`src/rtl/nco_pkg.sv`:
```
// Shared constants for the NCO / phase-detector pair: angle and sample widths,
// the CORDIC arctangent table in 2^32-per-turn units and the inverse-gain factor.
package nco_pkg;

  localparam int ANGLE_W    = 32;
  localparam int SAMPLE_W   = 16;
  localparam int KINV       = 19898;
  localparam int KINV_SHIFT = 15;

  // ATAN_TABLE[i] = round(atan(2^-i) * 2^32 / (2*pi))
  localparam logic [ANGLE_W-1:0] ATAN_TABLE [0:15] = '{
    32'd536870912, 32'd316933406, 32'd167458907, 32'd85004756,
    32'd42667331,  32'd21354465,  32'd10679838,  32'd5340245,
    32'd2670163,   32'd1335087,   32'd667544,    32'd333772,
    32'd166886,    32'd83443,     32'd41722,     32'd20861
  };

endpackage

```
`src/rtl/atan_cordic_step.sv`:
```
// One combinational vectoring-CORDIC micro-rotation: drives y toward zero and
// accumulates the applied rotation into z (wrapping mod 2^32).
module atan_cordic_step
  import nco_pkg::*;
#(
  parameter int XW = 18
)(
  input  logic signed [XW-1:0]      i_x,
  input  logic signed [XW-1:0]      i_y,
  input  logic        [ANGLE_W-1:0] i_z,
  input  logic        [3:0]         i_shift,
  input  logic        [ANGLE_W-1:0] i_atan,
  output logic signed [XW-1:0]      o_x,
  output logic signed [XW-1:0]      o_y,
  output logic        [ANGLE_W-1:0] o_z
);

  logic signed [XW-1:0] w_xShr;
  logic signed [XW-1:0] w_yShr;

  assign w_xShr = i_x >>> i_shift;
  assign w_yShr = i_y >>> i_shift;

  // Both updates read the pre-step x and y.
  always_comb begin
    if (!i_y[XW-1]) begin
      o_x = i_x + w_yShr;
      o_y = i_y - w_xShr;
      o_z = i_z + i_atan;
    end else begin
      o_x = i_x - w_yShr;
      o_y = i_y + w_xShr;
      o_z = i_z - i_atan;
    end
  end

endmodule

```
`src/rtl/drom_atan.sv`:
```
// Iterative vectoring CORDIC: (re, im) -> 32-bit turn angle plus magnitude.
// Build option ATAN_MAG_COMP_EN divides the magnitude by the CORDIC gain.
module drom_atan
  import nco_pkg::*;
#(
  parameter int NITER = 16,
  parameter int XW    = 18
)(
  input  logic        clk,
  input  logic        reset,
  input  logic [31:0] t_iq_dat,
  input  logic        t_iq_req,
  output logic        t_iq_ack,
  output logic [47:0] i_phase_dat,
  output logic        i_phase_req,
  input  logic        i_phase_ack
);

  localparam logic [1:0] ST_IDLE = 2'd0;
  localparam logic [1:0] ST_ITER = 2'd1;
  localparam logic [1:0] ST_OUT  = 2'd2;
  localparam logic [3:0] LAST_ITER = 4'(NITER - 1);

  logic [1:0]                r_state;
  logic [3:0]                r_cnt;
  logic signed [XW-1:0]      r_x;
  logic signed [XW-1:0]      r_y;
  logic [ANGLE_W-1:0]        r_z;
  logic                      r_zero;
  logic [47:0]               r_phaseDat;

  logic signed [XW-1:0]      w_reExt;
  logic signed [XW-1:0]      w_imExt;
  logic                      w_reNeg;
  logic signed [XW-1:0]      w_xInit;
  logic signed [XW-1:0]      w_yInit;
  logic [ANGLE_W-1:0]        w_zInit;
  logic                      w_isZero;
  logic [ANGLE_W-1:0]        w_atan;
  logic signed [XW-1:0]      w_xNext;
  logic signed [XW-1:0]      w_yNext;
  logic [ANGLE_W-1:0]        w_zNext;
  logic [15:0]               w_mag;
  logic [ANGLE_W-1:0]        w_angle;

  // Widen before negating so that re = -32768 maps to +32768 without wrapping.
  assign w_reExt  = {{(XW-SAMPLE_W){t_iq_dat[15]}}, t_iq_dat[15:0]};
  assign w_imExt  = {{(XW-SAMPLE_W){t_iq_dat[31]}}, t_iq_dat[31:16]};
  assign w_reNeg  = t_iq_dat[15];
  assign w_xInit  = w_reNeg ? -w_reExt : w_reExt;
  assign w_yInit  = w_reNeg ? -w_imExt : w_imExt;
  assign w_zInit  = w_reNeg ? 32'h8000_0000 : 32'h0000_0000;
  assign w_isZero = (t_iq_dat == 32'd0);
  assign w_atan   = ATAN_TABLE[r_cnt];

  atan_cordic_step #(.XW(XW)) u_step (
    .i_x     (r_x),
    .i_y     (r_y),
    .i_z     (r_z),
    .i_shift (r_cnt),
    .i_atan  (w_atan),
    .o_x     (w_xNext),
    .o_y     (w_yNext),
    .o_z     (w_zNext)
  );

`ifdef ATAN_MAG_COMP_EN
  logic [XW+14:0] w_magProd;
  assign w_magProd = (XW+15)'($unsigned(w_xNext)) * (XW+15)'(KINV);
  assign w_mag     = 16'(w_magProd >> KINV_SHIFT);
`else
  assign w_mag = 16'(w_xNext >>> 1);
`endif

  // The all-zero input would otherwise accumulate the full table sum.
  assign w_angle = r_zero ? '0 : w_zNext;

  always_ff @(posedge clk) begin
    if (reset) begin
      r_state    <= ST_IDLE;
      r_cnt      <= '0;
      r_x        <= '0;
      r_y        <= '0;
      r_z        <= '0;
      r_zero     <= 1'b0;
      r_phaseDat <= '0;
    end else begin
      case (r_state)
        ST_IDLE: begin
          if (t_iq_req) begin
            r_x     <= w_xInit;
            r_y     <= w_yInit;
            r_z     <= w_zInit;
            r_zero  <= w_isZero;
            r_cnt   <= '0;
            r_state <= ST_ITER;
          end
        end
        ST_ITER: begin
          r_x <= w_xNext;
          r_y <= w_yNext;
          r_z <= w_zNext;
          if (r_cnt == LAST_ITER) begin
            r_phaseDat <= {w_mag, w_angle};
            r_cnt      <= '0;
            r_state    <= ST_OUT;
          end else begin
            r_cnt <= r_cnt + 4'd1;
          end
        end
        ST_OUT: begin
          if (i_phase_ack) begin
            r_state <= ST_IDLE;
          end
        end
        default: r_state <= ST_IDLE;
      endcase
    end
  end

  assign t_iq_ack    = (r_state == ST_IDLE);
  assign i_phase_req = (r_state == ST_OUT);
  assign i_phase_dat = r_phaseDat;

endmodule

```
`config.mk`:
```
export PLATFORM = sky130hd
export DESIGN_NAME = drom_atan
export DESIGN_NICKNAME = d
export VERILOG_FILES = /design/src/rtl/nco_pkg.sv /design/src/rtl/atan_cordic_step.sv /design/src/rtl/drom_atan.sv
export SDC_FILE = /design/constraint.sdc
export NUM_CORES = 1
export LEC_CHECK = 0
export ABC_CLOCK_PERIOD_IN_PS = 13000
export CORE_ASPECT_RATIO = 0.8
export CORE_MARGIN = 8
export CORE_UTILIZATION = 66
export DETAILED_ROUTE_END_ITERATION = 16
export HOLD_SLACK_MARGIN = 0.15
export PLACE_DENSITY = 0.87
export SYNTH_ARGS = -nofsm -noshare
export SYNTH_HDL_FRONTEND = slang
export SYNTH_SLANG_ARGS = --single-unit
```
`constraint.sdc`:
```
create_clock -name clk -period 13 [get_ports clk]
set_input_delay 3.9 -clock clk [delete_from_list [all_inputs] [get_ports clk]]
set_output_delay 3.9 -clock clk [all_outputs]
set_load 0.01 [all_outputs]
```
# Word level (Yosys, flattened, before mapping)
# Memories as Yosys holds them, arrays and structs flattened.
# Index checks and enable logic that the tools add are counted.
# totals
rom_bits,512
elab_cells,56
output_inout_bits,50
in_bits,36
ff_bits,123
n_memories,1
# op_classes
n_addsub,9
n_mux,22
n_bitwise,1
n_eq_ne,6
magnitude_cmp,1
shift,2
reduce_logical,7
# mem_list
memory,depth,word_bits,read_ports,rd_ports_with_merged_regs,write_ports,line_no,rtl
(name not given),16,32,1,0,0,drom_atan.sv:54,assign w_atan = ATAN_TABLE[r_cnt];
# op_table
operator,count
$mux 32,6
$mux 18,6
$pmux 18 s2,2
$pmux 32 s2,1
$add 18x18->18,2
$neg 16->18,2
$sshr 18x4->18,2
$sub 18x18->18,2
$add 32x32->32,1
$logic_not 32->1,1
$sub 32x32->32,1
$mux 4,2
$pmux 4 s2,1
$mux 2,3
$pmux 2 s3,1
$reduce_and 2->1,3
$ge 5x5->1 const B,1
$not 4->5,1
$add 4x1->4 const B,1
$eq 4x4->1 const B,1
$ne 2x2->1 const B,2
$reduce_and 3->1,1
$eq 2x1->1 const B,1
$eq 2x2->1 const B,1
other kinds (3),3

# Depth between registers and ports, before layout
# depth
ltp_word,7
ltp_mapped,25
depth_no_buf,21

# Cells and area by module
# A second synthesis with hierarchy kept.
# unflattened
cells_unflattened,1527
area_unflattened_um2,12059.1
# by_module_without_submodules
mod,n_inst,area_per_inst_um2,seq_area_each_um2,cells_each
atan_cordic_step,1,6203.4,0.0,819
drom_atan,1,5855.6,2462.4,708

# Worst setup path after synthesis
# Ideal clock, no wire load.
# synth_timing
path_type,input -> register
startpoint,input port t_iq_dat[0]
endpoint,register r_x[13]
t_required_ns,12.872
t_arrival_ns,5.841
setup_ns,0.128
cell_stages,9
setup_slack_ns,7.031
path_buffers,0
path_cell_list,or2_2 or4_1 or2_2 or3_1 o31ai_1 xor2_1 a211oi_1 a21oi_1 nor2_1
# synth_between
elab_chain_len,4
# synth_lines
item,line_no,rtl
start: declaration,drom_atan.sv:11,"input logic [31:0] t_iq_dat,"
$neg 16->18,drom_atan.sv:50,assign w_xInit = w_reNeg ? -w_reExt : w_reExt;
$mux 18,drom_atan.sv:50,
$mux 18,drom_atan.sv:90,if (t_iq_req) begin
$pmux 18 s2,drom_atan.sv:88,case (r_state)
end signal: assignment,drom_atan.sv:91,r_x <= w_xInit;
end signal: assignment,drom_atan.sv:100,r_x <= w_xNext;
end: declaration,drom_atan.sv:26,logic signed [XW-1:0] r_x;
# Every way passes these cells. The select of a mux whose other input is x is not followed.
# A chain may end at the register's enable or synchronous reset.

# Worst setup path after layout
# layout_timing
startpoint,register r_cnt[1]
endpoint,register r_z[31]
# layout_between
elab_chain_len,7
elab_cells_between_ends,8
classes_between,add/sub (2); mux (4); bitwise (1); memory (1)
# layout_lines
item,line_no,rtl
start: declaration,drom_atan.sv:25,logic [3:0] r_cnt;
start signal: assignment,drom_atan.sv:108,r_cnt <= r_cnt + 4'd1;
$not 4->5 (not written as such) (*),drom_atan.sv:54,
$mem_v2 16x32 (*),--,
$mux 32 (not written as such) (*) (2 in series),drom_atan.sv:54,
$add 32x32->32 or $sub 32x32->32 (tied branches),"atan_cordic_step.sv:29, atan_cordic_step.sv:33",
$mux 32 (*),atan_cordic_step.sv:26,if (!i_y[XW-1]) begin
$pmux 32 s2 (*),drom_atan.sv:88,
end signal: assignment,drom_atan.sv:93,r_z <= w_zInit;
end signal: assignment,drom_atan.sv:102,r_z <= w_zNext;
end: declaration,drom_atan.sv:28,logic [ANGLE_W-1:0] r_z;
# Mark *: on every way between the ends. The rest lies on a longest branch, timed or not. The select of a mux whose other input is x is not followed.

==> results.md <==
* Synth Flop Type: dfxtp_1
* Fmax at 145 MHz
* CTS root buf: clkbuf_16
* Latest clock arrival within the worst-skew pair at 0.45 ns
* Switch Pwr at approximately 1.3 mW
* Initial antenna violation count at 1
* Worst hold-check path type: reg2reg
* Die X at 168 um
* Relative slew margins at 0.0439
* Total iterations of the first detailed-routing run at 8
* Critical R2R Capture: r_z[31]
* FP Rows at 44
* R2R cell count at 20
* Worst r2r src: r_cnt[1]
* DR iter-0 viols at 1873
* Pwr/cell area at slightly below 200 nW/um2
* Starting Density at 0.672
* Postcts setup bufs at 0
* Mean Syn Cell Area at 7.74 um2
* Slowest cell on crit path: buf_4
* CTS tree: built
* Reg power frac at 0.190
* Post-Syn Instances at between 1500 and 2000
* I/O pin total at 86
* First-pass GRT wire length at 60900 um
* Endpoint class of the critical path: flip-flop
* Unrepaired setup endpoints after global routing: no
* Max-cap viol count at 0
* Top delay family on crit path: compound AO/OA/AOI/OAI gates
* Worst path max stage delay at 0.58 ns
* Total Routed Length at 39100 um
* H-tree lvl count at 4
* Finished Core Util at 0.748
* Sw frac at 0.493
* Hold Crit Depth at 2
* PortBufs at 85
* Crit path arrival time at 7.16 ns
* Area Growth Syn to Fin at 11.4%
* Final hold vios at 0
* Die ar. at 23000 um2
* Crit path kind: reg2reg
* Crit path launch type: flip-flop
* Clk pin slew, worst setup/hold paths at 0.07 ns
* Post-CTS Resized at 0
* Final #Nets at 1696
* Distinct cells, synth at 83
* Setup TNS at 0 ns
* Lkg Pwr at 5.33 nW
* Ys async rst share at 0
* Largest net degree at the start of global routing at 87
* Non-Filler Instances at between 1500 and 2000
* VDD IR max at 0.0000946 V
* Final setup margin at about 6.1 ns
* Fin crit share at 0.530
* Clk pwr share at 0.183
* Int Power at 1.36 mW
* Inst Count DP at approximately 1800
* Critical path buffer and inverter count at 2
* Worst-path fanout max at 62
* Fillers at 1365
* Mapped Area at 12100 um2
* Actual slew at the worst max-slew pin at roughly 1.4 ns
* Dpl hpwl at around 28000 um
* Min-Delay Startpoint: i_phase_dat[46]
* WL per Instance at between 20 and 25 um
* Cell Area, Placed at between 10000 and 15000 um2
* Antenna diode count at 0
* EDFF count, synth at 0
* Status: finished clean
* Max Root-Sink Buffers at 2
* Max-slew violation count at 0
* Place WS at 6.41 ns
* Clk_skew at 0.0126 ns
* Gr ovfl total at 0
* Synth Warn # at 0
* # setup viols final at 0
* Seq cells post-synth at 123
* Core region area at 18100 um2
* Die Y at 137 um
* Cts hold-fix bufs at 0
* Drt drc at 0
* Via count at 12600
* Vias per Instance at roughly 7
* Share of layout cells above drive strength 1 at 0.0836
* CP Cell Sequence: buf_4 > inv_1 > ha_1 > nor2_1 > a311oi_1 > a31oi_1 > ha_1 > and4b_1 > and3b_1 > nor2_2 > xnor2_1 > ha_1 > nand3_1 > nor4_1 > nand3_1 > a21oi_1 > o211ai_1 > o21ai_0 > mux2i_1 > a41oi_1
* WP data required at 13.28 ns
* Clock sinks at 123
* R2R setup slack at between 6 and 7 ns
* Mapped Nets at approximately 1700
* GP Congestion at 0.949
* Period minus WS final at roughly 6.9 ns
* Sequential fraction of the synthesis area at 0.203
* Final Cell Area at 13500 um2
* Vias in the first global route at 11400
* Hold EP: i_phase_dat[46]
* Total GRT Usage at 0.329
* Most frequent CP cell: ha_1
* Comb pwr share at 0.627
* Detail Route Antenna Nets at 0
* CTS Buf Count at 17
-- registers in the layout, indices dropped and copies added, names as in the netlist --
name	count
i_phase_dat	48
r_z	32
r_x	18
r_y	18
r_cnt	4
r_state	2
r_zero	1
-- through the flow --
step / power (mW) / hold WS (ns)
floorplan: 1.71 / 0.446
global placement: 2.06 / 0.443
detailed placement: 2.11 / 0.448
CTS: 2.60 / 0.466
global route: 2.82 / 0.484
finish: 2.67 / 0.465
-- routing by layer --
| layer | vias to the layer above | part of all wire | track usage |
|---|---|---|---|
| met3 | 86 | 0.15 | 0.111 |
| met1 | 5879 | 0.43 | 0.466 |
| met5 | - | 0.00023 | 0 |
| li1 | 5811 | - | - |
| met4 | 2 | 0.020 | 0.0955 |
| met2 | 843 | 0.40 | 0.463 |
-- cells by family (layout without fill, tap and decap cells) --
kind of cell,count (synthesis),after routing,synth area share
flip-flops,123,123,0.203
AO/OA/AOI/OAI,459,459,0.247
XOR/XNOR,121,121,0.0874
adder cells (fa/ha/maj),83,83,0.0873
AND/OR/NAND/NOR,544,544,0.216
multiplexers,84,84,0.107
buffers and inverters,153,177,0.0518
-- cell usage after synthesis, types with 7 or more instances --
cell,number,share of area
o21bai_1,9,0.0056
clkbuf_1,72,0.022
nand4_1,11,0.0057
nand2_1,121,0.037
nand2b_1,19,0.0098
nor2b_1,20,0.010
nor3b_1,8,0.0050
buf_2,13,0.0054
mux4_2,33,0.061
o22ai_1,7,0.0036
nor2_1,183,0.057
ha_1,79,0.082
nor4_1,9,0.0046
dfxtp_1,123,0.20
mux2_2,18,0.017
xor2_1,44,0.032
a21oi_1,134,0.055
or2_2,10,0.0052
o311ai_0,8,0.0058
a31oi_1,33,0.017
a2111oi_0,14,0.010
inv_1,40,0.012
or4_1,8,0.0050
buf_1,17,0.0053
and3_1,13,0.0067
nor3_1,40,0.017
nand3_1,56,0.023
o211ai_1,17,0.011
mux2i_1,30,0.025
a22oi_1,29,0.018
or3_1,19,0.0098
xnor2_1,77,0.056
a21o_1,24,0.015
a211oi_1,24,0.015
o21a_1,14,0.0087
o31ai_1,12,0.0074
o21ai_0,71,0.029
-- power by group through the flow --
| stage | clock [mW] | combinational [mW] | sequential (mW) |
|---|---|---|---|
| 3_5_place_dp | 0 | 1.60 | 0.508 |
| 3_3_place_gp | 0 | 1.55 | 0.505 |
| 2_1_floorplan | 0 | 1.24 | 0.476 |
| 6_report | 0.489 | 1.68 | 0.509 |
| 4_1_cts | 0.487 | 1.62 | 0.500 |
| 5_1_grt | 0.504 | 1.81 | 0.512 |
-- layout make-up --
cell class	instances	area [um2]	share of cell area
timing repair buffer	101	968	0.0717
clock inverter	15	153	0.0113
tap	230	288	0.0213
multi-input combinational	1291	9050	0.669
sequential	123	2470	0.183
clock buffer	17	425	0.0315
inverter	44	165	0.0122
-- cell usage in the layout (no fill, tap or decap), drive strengths merged, types with 8 or more instances in the layout --
| cell type | n |
|---|---|
| clkdlybuf4s50 | 84 |
| a21o | 24 |
| a22oi | 29 |
| mux2i | 31 |
| or3 | 19 |
| o21bai | 9 |
| or4 | 8 |
| o21ai | 72 |
| a21oi | 134 |
| inv | 51 |
| ha | 79 |
| nor2 | 184 |
| nor3 | 40 |
| nand3 | 56 |
| and3 | 13 |
| nand2b | 19 |
| xnor2 | 77 |
| o21a | 14 |
| nor2b | 20 |
| nor4 | 10 |
| xor2 | 44 |
| mux4 | 34 |
| buf | 17 |
| or2 | 10 |
| a31oi | 33 |
| o31ai | 12 |
| mux2 | 19 |
| o211ai | 17 |
| clkbuf | 17 |
| a211oi | 24 |
| dfxtp | 123 |
| a2111oi | 14 |
| nor3b | 8 |
| o311ai | 9 |
| nand2 | 121 |
| nand4 | 12 |
-- how the worst max path moves through the flow --
stage	start	to	slack (ns)	cells after the start
3_5_place_dp	r_cnt[1]	r_z[31]	6.41	19
3_3_place_gp	t_iq_dat[0]	r_x[13]	6.49	10
5_1_grt	r_cnt[1]	r_z[31]	5.60	20
2_1_floorplan	t_iq_dat[0]	r_x[13]	7.03	9
6_report	r_cnt[1]	r_z[31]	6.12	20
4_1_cts	r_cnt[1]	r_z[31]	6.36	19
-- tightest hold or removal path: stages, from the launching register on --
cell and delay [ns]:
dfxtp_1 0.31, nand2_1 0.05, a21oi_1 0.06
Note: power is estimated with default switching activity, not from simulation.
